--- config.mk ---
export PLATFORM = sky130hd
export DESIGN_NAME = pool_window_ctrl_flat
export DESIGN_NICKNAME = d
export VERILOG_FILES = /design/src/rtl/pool_window_ctrl_pkg.sv /design/src/rtl/pool_window_ctrl_if.sv /design/src/rtl/pool_addr_gen.sv /design/src/rtl/pool_window_ctrl.sv /design/src/flat_wrapper.sv
export SDC_FILE = /design/constraint.sdc
export NUM_CORES = 1
export LEC_CHECK = 0
export ABC_AREA = 1
export CORE_ASPECT_RATIO = 2
export CORE_UTILIZATION = 36
export DETAILED_ROUTE_END_ITERATION = 10
export PLACE_DENSITY_LB_ADDON = 0.08
export SKIP_LAST_GASP = 1
export SYNTH_ARGS = -nofsm -noshare
export SYNTH_HDL_FRONTEND = slang
export SYNTH_SLANG_ARGS = --single-unit
--- constraint.sdc ---
create_clock -name clk -period 2.8 [get_ports clk]
set_input_delay 0.56 -clock clk [delete_from_list [all_inputs] [get_ports clk]]
set_output_delay 0.56 -clock clk [all_outputs]
set_load 0.005 [all_outputs]
--- src/rtl/pool_window_ctrl_pkg.sv ---
// Shared definitions for the 2x2 max-pool window controller.
// Holds the default sample width and the FSM state encoding.
package pool_window_ctrl_pkg;

  // Sample width of the conv/ReLU datapath (INTERNAL_BITS).
  localparam int DATA_W_DEF = 32;

  localparam logic [2:0] S_IDLE  = 3'd0;
  localparam logic [2:0] S_READ  = 3'd1;
  localparam logic [2:0] S_DRAIN = 3'd2;
  localparam logic [2:0] S_WRITE = 3'd3;
  localparam logic [2:0] S_FIN   = 3'd4;

  typedef enum logic [2:0] {
    ST_IDLE  = S_IDLE,
    ST_READ  = S_READ,
    ST_DRAIN = S_DRAIN,
    ST_WRITE = S_WRITE,
    ST_FIN   = S_FIN
  } state_t;

endpackage

--- src/rtl/pool_window_ctrl_if.sv ---
// Bus bundle between the window controller and its surroundings
// (input buffer, pooler, output buffer, frame control).
//
// Handshake rules, in one place:
//   - start is a one-cycle request, accepted only while the controller is idle;
//     busy rises the cycle after acceptance and falls the cycle after done.
//   - rd_data must hold the word at rd_addr exactly one cycle after rd_en.
//   - pool_en/pool_data form a shift strobe: each cycle pool_en is high the
//     pooler shifts pool_data in; pool_result is its combinational signed max.
//   - wr_en/wr_addr/wr_data form a single-cycle write; there is no back-pressure.
//   - state mirrors the controller FSM for debug and checkers.
interface pool_window_ctrl_if #(
  parameter int DATA_W = pool_window_ctrl_pkg::DATA_W_DEF,
  parameter int ADDR_W = 12
) ();
  import pool_window_ctrl_pkg::*;

  logic              start;
  logic              busy;
  logic              done;
  logic              rd_en;
  logic [ADDR_W-1:0] rd_addr;
  logic [DATA_W-1:0] rd_data;
  logic              pool_en;
  logic [DATA_W-1:0] pool_data;
  logic [DATA_W-1:0] pool_result;
  logic              wr_en;
  logic [ADDR_W-1:0] wr_addr;
  logic [DATA_W-1:0] wr_data;
  state_t            state;

  // Controller side.
  modport master (
    input  start, rd_data, pool_result,
    output busy, done, rd_en, rd_addr, pool_en, pool_data,
           wr_en, wr_addr, wr_data, state
  );

  // Environment side (buffers, pooler, frame control).
  modport slave (
    output start, rd_data, pool_result,
    input  busy, done, rd_en, rd_addr, pool_en, pool_data,
           wr_en, wr_addr, wr_data, state
  );

endinterface

--- src/rtl/pool_addr_gen.sv ---
// Window position counters for the 2x2 pooling scan.
// Ports:
//   clk, rst       clock, async active-low reset
//   advance_k      step to the next element of the current window
//   advance_win    step to the next window (row-major, stride 2)
//   rd_addr        input-buffer address of element k of the current window
//   wr_addr        output-buffer address of the current window
//   k_last         current element is the 4th of the window
//   last_win       current window is the last one of the frame
module pool_addr_gen #(
  parameter int                ADDR_W   = 12,
  parameter int                IMG_W    = 8,
  parameter int                IMG_H    = 8,
  parameter logic [ADDR_W-1:0] IN_BASE  = '0,
  parameter logic [ADDR_W-1:0] OUT_BASE = '0
) (
  input  logic              clk,
  input  logic              rst,
  input  logic              advance_k,
  input  logic              advance_win,
  output logic [ADDR_W-1:0] rd_addr,
  output logic [ADDR_W-1:0] wr_addr,
  output logic              k_last,
  output logic              last_win
);

  localparam logic [ADDR_W-1:0] IMG_W_A  = ADDR_W'(IMG_W);
  localparam logic [ADDR_W-1:0] IMG_H_A  = ADDR_W'(IMG_H);
  localparam logic [ADDR_W-1:0] HALF_W_A = ADDR_W'(IMG_W / 2);
  localparam logic [ADDR_W-1:0] TWO      = ADDR_W'(2);
  localparam logic [ADDR_W-1:0] FOUR     = ADDR_W'(4);

  logic [ADDR_W-1:0] r;
  logic [ADDR_W-1:0] c;
  logic [1:0]        k;
  logic              col_last;
  logic              row_last;

  // A window starting at c is the last in its row when c+2 > IMG_W-2;
  // rewritten as c+4 > IMG_W so nothing goes negative. Odd widths floor.
  assign col_last = (c + FOUR) > IMG_W_A;
  assign row_last = (r + FOUR) > IMG_H_A;
  assign last_win = col_last && row_last;
  assign k_last   = (k == 2'd3);

  // k[1] selects the lower row, k[0] the right column.
  assign rd_addr = IN_BASE
                 + (r + {{(ADDR_W-1){1'b0}}, k[1]}) * IMG_W_A
                 + c + {{(ADDR_W-1){1'b0}}, k[0]};
  assign wr_addr = OUT_BASE + (r >> 1) * HALF_W_A + (c >> 1);

  always_ff @(posedge clk or negedge rst) begin
    if (!rst) begin
      r <= '0;
      c <= '0;
      k <= 2'd0;
    end else begin
      // k wraps to 0 by itself after the 4th element.
      if (advance_k) k <= k + 2'd1;
      if (advance_win) begin
        if (col_last) begin
          c <= '0;
          // Return to the origin after the last window so the next frame starts clean.
          r <= row_last ? '0 : r + TWO;
        end else begin
          c <= c + TWO;
        end
      end
    end
  end

endmodule

--- src/rtl/pool_window_ctrl.sv ---
// Sequencer and result writer for the 2x2 max-pooling stage.
// Streams each window's four samples from the input buffer into the
// pooler's shift input and writes the pooler's max to the output buffer,
// six cycles per window.
// Ports:
//   clk   clock, rising edge
//   rst   async active-low reset (aborts a frame immediately, no done)
//   bus   pool_window_ctrl_if.master: start/busy/done, input buffer read,
//         pooler shift/result, output buffer write, debug state
module pool_window_ctrl #(
  parameter int                DATA_W   = pool_window_ctrl_pkg::DATA_W_DEF,
  parameter int                IMG_W    = 8,
  parameter int                IMG_H    = 8,
  parameter int                ADDR_W   = 12,
  parameter logic [ADDR_W-1:0] IN_BASE  = '0,
  parameter logic [ADDR_W-1:0] OUT_BASE = '0
) (
  input  logic                 clk,
  input  logic                 rst,
  pool_window_ctrl_if.master   bus
);
  import pool_window_ctrl_pkg::*;

  state_t            state;
  logic              busy_q;
  logic              done_q;
  logic              rd_en_q;
  logic              pool_en_q;
  logic              wr_en_q;
  logic [ADDR_W-1:0] rd_addr_raw;
  logic [ADDR_W-1:0] wr_addr_raw;
  logic              k_last;
  logic              last_win;

  pool_addr_gen #(
    .ADDR_W   (ADDR_W),
    .IMG_W    (IMG_W),
    .IMG_H    (IMG_H),
    .IN_BASE  (IN_BASE),
    .OUT_BASE (OUT_BASE)
  ) u_addr (
    .clk         (clk),
    .rst         (rst),
    .advance_k   (rd_en_q),
    .advance_win (wr_en_q),
    .rd_addr     (rd_addr_raw),
    .wr_addr     (wr_addr_raw),
    .k_last      (k_last),
    .last_win    (last_win)
  );

  // Strobes are registered alongside the state so each one is high
  // exactly while the FSM sits in its matching state.
  always_ff @(posedge clk or negedge rst) begin
    if (!rst) begin
      state     <= ST_IDLE;
      busy_q    <= 1'b0;
      done_q    <= 1'b0;
      rd_en_q   <= 1'b0;
      pool_en_q <= 1'b0;
      wr_en_q   <= 1'b0;
    end else begin
      // Read data arrives one cycle after rd_en, so the shift strobe lags by one.
      pool_en_q <= rd_en_q;
      case (state)
        ST_IDLE: begin
          if (bus.start) begin
            state   <= ST_READ;
            busy_q  <= 1'b1;
            rd_en_q <= 1'b1;
          end
        end
        ST_READ: begin
          if (k_last) begin
            state   <= ST_DRAIN;
            rd_en_q <= 1'b0;
          end
        end
        ST_DRAIN: begin
          // The 4th sample shifts into the pooler at the end of this cycle.
          state   <= ST_WRITE;
          wr_en_q <= 1'b1;
        end
        ST_WRITE: begin
          wr_en_q <= 1'b0;
          if (last_win) begin
            state  <= ST_FIN;
            done_q <= 1'b1;
          end else begin
            state   <= ST_READ;
            rd_en_q <= 1'b1;
          end
        end
        ST_FIN: begin
          state  <= ST_IDLE;
          done_q <= 1'b0;
          busy_q <= 1'b0;
        end
        default: begin
          state   <= ST_IDLE;
          busy_q  <= 1'b0;
          done_q  <= 1'b0;
          rd_en_q <= 1'b0;
          wr_en_q <= 1'b0;
        end
      endcase
    end
  end

  assign bus.state     = state;
  assign bus.busy      = busy_q;
  assign bus.done      = done_q;
  assign bus.rd_en     = rd_en_q;
  assign bus.pool_en   = pool_en_q;
  assign bus.wr_en     = wr_en_q;
  // Address/data outputs read as zero whenever their strobe is low.
  assign bus.rd_addr   = rd_en_q ? rd_addr_raw : {ADDR_W{1'b0}};
  assign bus.wr_addr   = wr_en_q ? wr_addr_raw : {ADDR_W{1'b0}};
  assign bus.pool_data = pool_en_q ? bus.rd_data : {DATA_W{1'b0}};
  // The pooler's max is combinational; it is valid in WRITE because all four
  // samples shifted in by the end of DRAIN.
  assign bus.wr_data   = wr_en_q ? bus.pool_result : {DATA_W{1'b0}};

endmodule

--- src/flat_wrapper.sv ---
// flat-port wrapper written by rule: the top's interface ports become plain ports
module pool_window_ctrl_flat import pool_window_ctrl_pkg::*;
#(
  parameter int                DATA_W   = pool_window_ctrl_pkg::DATA_W_DEF,
  parameter int                IMG_W    = 8,
  parameter int                IMG_H    = 8,
  parameter int                ADDR_W   = 12,
  parameter logic [ADDR_W-1:0] IN_BASE  = '0,
  parameter logic [ADDR_W-1:0] OUT_BASE = '0
)
  (clk, rst, bus_start, bus_rd_data, bus_pool_result, bus_busy, bus_done, bus_rd_en, bus_rd_addr, bus_pool_en, bus_pool_data, bus_wr_en, bus_wr_addr, bus_wr_data, bus_state);
  pool_window_ctrl_if #(.DATA_W(DATA_W), .ADDR_W(ADDR_W)) bus_i ();
  input  logic clk;
  input  logic rst;
  input wire logic [$bits(bus_i.start)-1:0] bus_start;
  input wire logic [$bits(bus_i.rd_data)-1:0] bus_rd_data;
  input wire logic [$bits(bus_i.pool_result)-1:0] bus_pool_result;
  output wire logic [$bits(bus_i.busy)-1:0] bus_busy;
  output wire logic [$bits(bus_i.done)-1:0] bus_done;
  output wire logic [$bits(bus_i.rd_en)-1:0] bus_rd_en;
  output wire logic [$bits(bus_i.rd_addr)-1:0] bus_rd_addr;
  output wire logic [$bits(bus_i.pool_en)-1:0] bus_pool_en;
  output wire logic [$bits(bus_i.pool_data)-1:0] bus_pool_data;
  output wire logic [$bits(bus_i.wr_en)-1:0] bus_wr_en;
  output wire logic [$bits(bus_i.wr_addr)-1:0] bus_wr_addr;
  output wire logic [$bits(bus_i.wr_data)-1:0] bus_wr_data;
  output wire logic [$bits(bus_i.state)-1:0] bus_state;
  assign bus_i.start = bus_start;
  assign bus_i.rd_data = bus_rd_data;
  assign bus_i.pool_result = bus_pool_result;
  assign bus_busy = bus_i.busy;
  assign bus_done = bus_i.done;
  assign bus_rd_en = bus_i.rd_en;
  assign bus_rd_addr = bus_i.rd_addr;
  assign bus_pool_en = bus_i.pool_en;
  assign bus_pool_data = bus_i.pool_data;
  assign bus_wr_en = bus_i.wr_en;
  assign bus_wr_addr = bus_i.wr_addr;
  assign bus_wr_data = bus_i.wr_data;
  assign bus_state = bus_i.state;
  pool_window_ctrl #(.DATA_W(DATA_W), .IMG_W(IMG_W), .IMG_H(IMG_H), .ADDR_W(ADDR_W), .IN_BASE(IN_BASE), .OUT_BASE(OUT_BASE)) u_core (.clk(clk), .rst(rst), .bus(bus_i));
endmodule
==> results.sh <==
export IMPL_worst_slew_pin_slew_ps=503.8
export IMPL_syn_num_nets=633
export IMPL_clk_pin_slew_ps=50
export IMPL_dp_hpwl_mm=8.701
export IMPL_run_status="completed"
export IMPL_routed_wirelength_mm=11.02
export IMPL_insertedDiodeCount=0
export IMPL_drv_cap=0
export IMPL_gp_congestion=0.8722
export IMPL_row_count=48
export IMPL_hp_start="u_core.bus.done$_DFFE_PN0P_"
export IMPL_wl_per_cell_um=13.33
export IMPL_max_stage_delay_ps=410
export IMPL_cp_cell_sequence="ha_2 > fa_2 > nand2_2 > nand2_2 > a21oi_2 > inv_1 > nand2_1 > nand2_1 > a21oi_2 > o21ai_1 > a21oi_1 > buf_2"
export IMPL_yosysMostFrequentCell="nand2_1"
export IMPL_synthTopCellsByCount="165 x nand2_1, 122 x inv_1, 35 x nor2_1"
export IMPL_port_buffer_count=162
export IMPL_initial_core_util=0.3761
export IMPL_p_leak_nw=3.008
export IMPL_fmax_mhz=363.4
export IMPL_worst_ep_arrival_time_ps=2190
export IMPL_fillCellCount=827
export IMPL_synth_ff_type="dfrtp_1"
export IMPL_synth_xor_area_share=0.02674
export IMPL_critPathCaptureType="output port"
export IMPL_pin_count=163
export IMPL_synth_top_cell_by_area="dfrtp_1"
export IMPL_ant_nets=0
export IMPL_fin_crit_ps=2752
export IMPL_dr_pass1_iters=4
export IMPL_numClockSinks=32
export IMPL_synth_seq_area_share=0.2445
export IMPL_overflow=0
export IMPL_fin_skew_ps=1.732
export IMPL_core_um2=8708
export IMPL_hold_violations=0
export IMPL_r2r_start="u_core.u_addr.c[3]$_DFFE_PN0P_"
export IMPL_holdWs_ps=473.3
export IMPL_maxSlewHeadroom=0.6637
export IMPL_ys_top_cells_by_area="dfrtp_1 24%, nand2_1 19%, inv_1 14%"
export IMPL_fin_crit_sh=0.9828
export IMPL_netlist_area_um2=3276
export IMPL_drive_gt1_frac=0.1334
export IMPL_hp_class="register to register"
export IMPL_pre_cts_slack_ps=-195.6
export IMPL_cts_htree_levels=2
export IMPL_die_y_um=136.9
export IMPL_rr_endpoint="u_core.u_addr.r[6]$_DFFE_PN0P_"
export IMPL_die_w_um=69.45
export IMPL_area_growth_pct=67.23
export IMPL_routed_via_density=4.819
export IMPL_ys_types=32
export IMPL_synth_compound_area_frac=0.1348
export IMPL_max_vdd_ir_drop_uv=319.9
export IMPL_synthAdderAreaFrac=0.09778
export IMPL_required_ps=2240
export IMPL_synth_edf_count=0
export IMPL_hold_end="u_core.bus.done$_DFFE_PN0P_"
export IMPL_grt_pass1_wl_mm=17.21
export IMPL_numCtsBuffers=5
export IMPL_fin_nets=818
export IMPL_synth_simple_area_share=0.3273
export IMPL_synth_mux_area_frac=0
export IMPL_final_max_slew_viol_count=0
export IMPL_synth_area_per_cell_um2=6.055
export IMPL_cts_tree="built"
export IMPL_grt_max_degree=38
export IMPL_setup_ws_ps=48.11
export IMPL_clockRootBuffer="clkbuf_16"
export IMPL_dieArea_um2=9508
export IMPL_clock_path_buffers=2
export IMPL_finalSetupViolCount=0
export IMPL_worstHoldPathCells=2
export IMPL_clk_latency_ps=280
export IMPL_synth_warnings=0
export IMPL_antenna_found_initial=0
export IMPL_vias=3985
export IMPL_grt_use_total=0.2292
export IMPL_r2r_worst_path_cells=13
export IMPL_cellPowerDensity_nw_per_um2=217.2
export IMPL_drc=0
export IMPL_grt_pass1_vias=3728
export IMPL_synth_top_family_by_area="simple AND/OR/NAND/NOR gates"
export IMPL_slowest_stage="fa_2"
export IMPL_final_util=0.6290
export IMPL_setup_worst_path_start_class="register"
export IMPL_rsz0062_at_grt="yes"
export IMPL_post_cts_hold_buffer_count=0
export IMPL_r2r_setup_slack_ps=470
export IMPL_path_max_fanout=3
export IMPL_async_flop_share=1.000
export IMPL_netlist_area_leader_share=0.2445
export IMPL_dr_first_iter_drc_count=132
export IMPL_path_class="register to output port"
export IMPL_ys_ff_latch=32
export IMPL_syn_instance_count=541
==> repair_timing <==
action,in CTS,in global routing
gates resized for setup,28,26
buffers inserted,0,3
endpoints found under the setup margin,12,8
pin swaps,8,16
==> area by class of cell <==
type	count	area (um2)	area share
multi-input cells	366	2067	0.3773
repair buffers	195	1843	0.3365
flip-flops and latches	32	802.0	0.1464
inverters	126	473.0	0.08634
clock buffers	5	125.1	0.02284
well taps	100	125.1	0.02284
clock inverters	3	42.54	0.007766
==> cell usage in the layout (no fill, tap or decap), types with 7 or more instances in the layout <==
cell,instances
o21ai_2,10
nor3_1,7
o21ai_1,8
nand2_1,161
ha_1,17
nor2_2,7
clkdlybuf4s50_1,150
buf_4,32
o21ai_0,21
nor2_1,32
nand3_1,24
nand2_2,8
inv_1,122
dfrtp_1,31
a21oi_1,20
xor2_1,9
nand4_1,7
==> where the power goes <==
part           switching, mW  internal [mW]  total [mW]
Combinational         0.0219         0.0802       0.102
Clock                  0.208          0.418       0.625
Sequential                 0          0.463       0.463
Total                  0.230          0.960        1.19
==> sequential cells by signal, indices dropped and copies added, names as in the netlist <==
signal and count:
u_core.u_addr.c 11, u_core.u_addr.r 11, u_core.bus.state 3, u_core.u_addr.k 2, u_core.bus.busy 1, u_core.bus.done 1, u_core.bus.pool_en 1, u_core.bus.rd_en 1
u_core.bus.wr_en 1
==> cell families after synthesis <==
kind of cell | count (synthesis)
simple gates | 255
buf+inv | 143
compound gates | 76
flops | 32
fa+ha+maj | 25
xor+xnor | 10
==> how the worst max path moves through the flow <==
stage | start | endpoint | slack (ps) | cells after the start
5_1_grt | u_core.u_addr.c[3]$_DFFE_PN0P_ | bus_wr_addr[8] | -120 | 12
6_report | u_core.u_addr.c[3]$_DFFE_PN0P_ | bus_wr_addr[8] | 50 | 12
4_1_cts | u_core.u_addr.r[1]$_DFFE_PN0P_ | bus_wr_addr[6] | -190 | 10
3_3_place_gp | u_core.u_addr.r[1]$_DFFE_PN0P_ | bus_wr_addr[8] | -200 | 12
3_5_place_dp | u_core.u_addr.r[1]$_DFFE_PN0P_ | bus_wr_addr[8] | -200 | 12
2_1_floorplan | u_core.u_addr.c[3]$_DFFE_PN0P_ | bus_wr_addr[8] | 350 | 11
==> metal layers <==
metal  wire length, um  GRT usage  part of all wire  vias up
li1                  -          -                 -     2021
met1              3730     0.2094              0.34     1789
met2              6049     0.4671              0.55      142
met3               595    0.03166             0.054       33
met4               649     0.1293             0.059        0
met5                 0          0                 0        -
==> stage by stage <==
step	total power [mW]	cells	TNS, ps	area, um2
after floorplan	0.4710	541	0	3276
after global placement	0.5721	816	-313.6	5167
after detailed placement	0.5729	816	-352.1	5167
after CTS	1.201	824	-266.9	5384
after global routing	1.220	827	-310.5	5478
final	1.190	827	0	5478
==> critical path: cells and delay by family (launching register included) <==
| kind | cells | cell delay (ps) |
|---|---|---|
| flip-flops | 1 | 380 |
| AND/OR/NAND/NOR | 4 | 250 |
| AO/OA/AOI/OAI | 4 | 460 |
| buffers and inverters | 2 | 180 |
| adder cells (fa/ha/maj) | 2 | 620 |
Note: power is estimated with default switching activity, not from simulation.
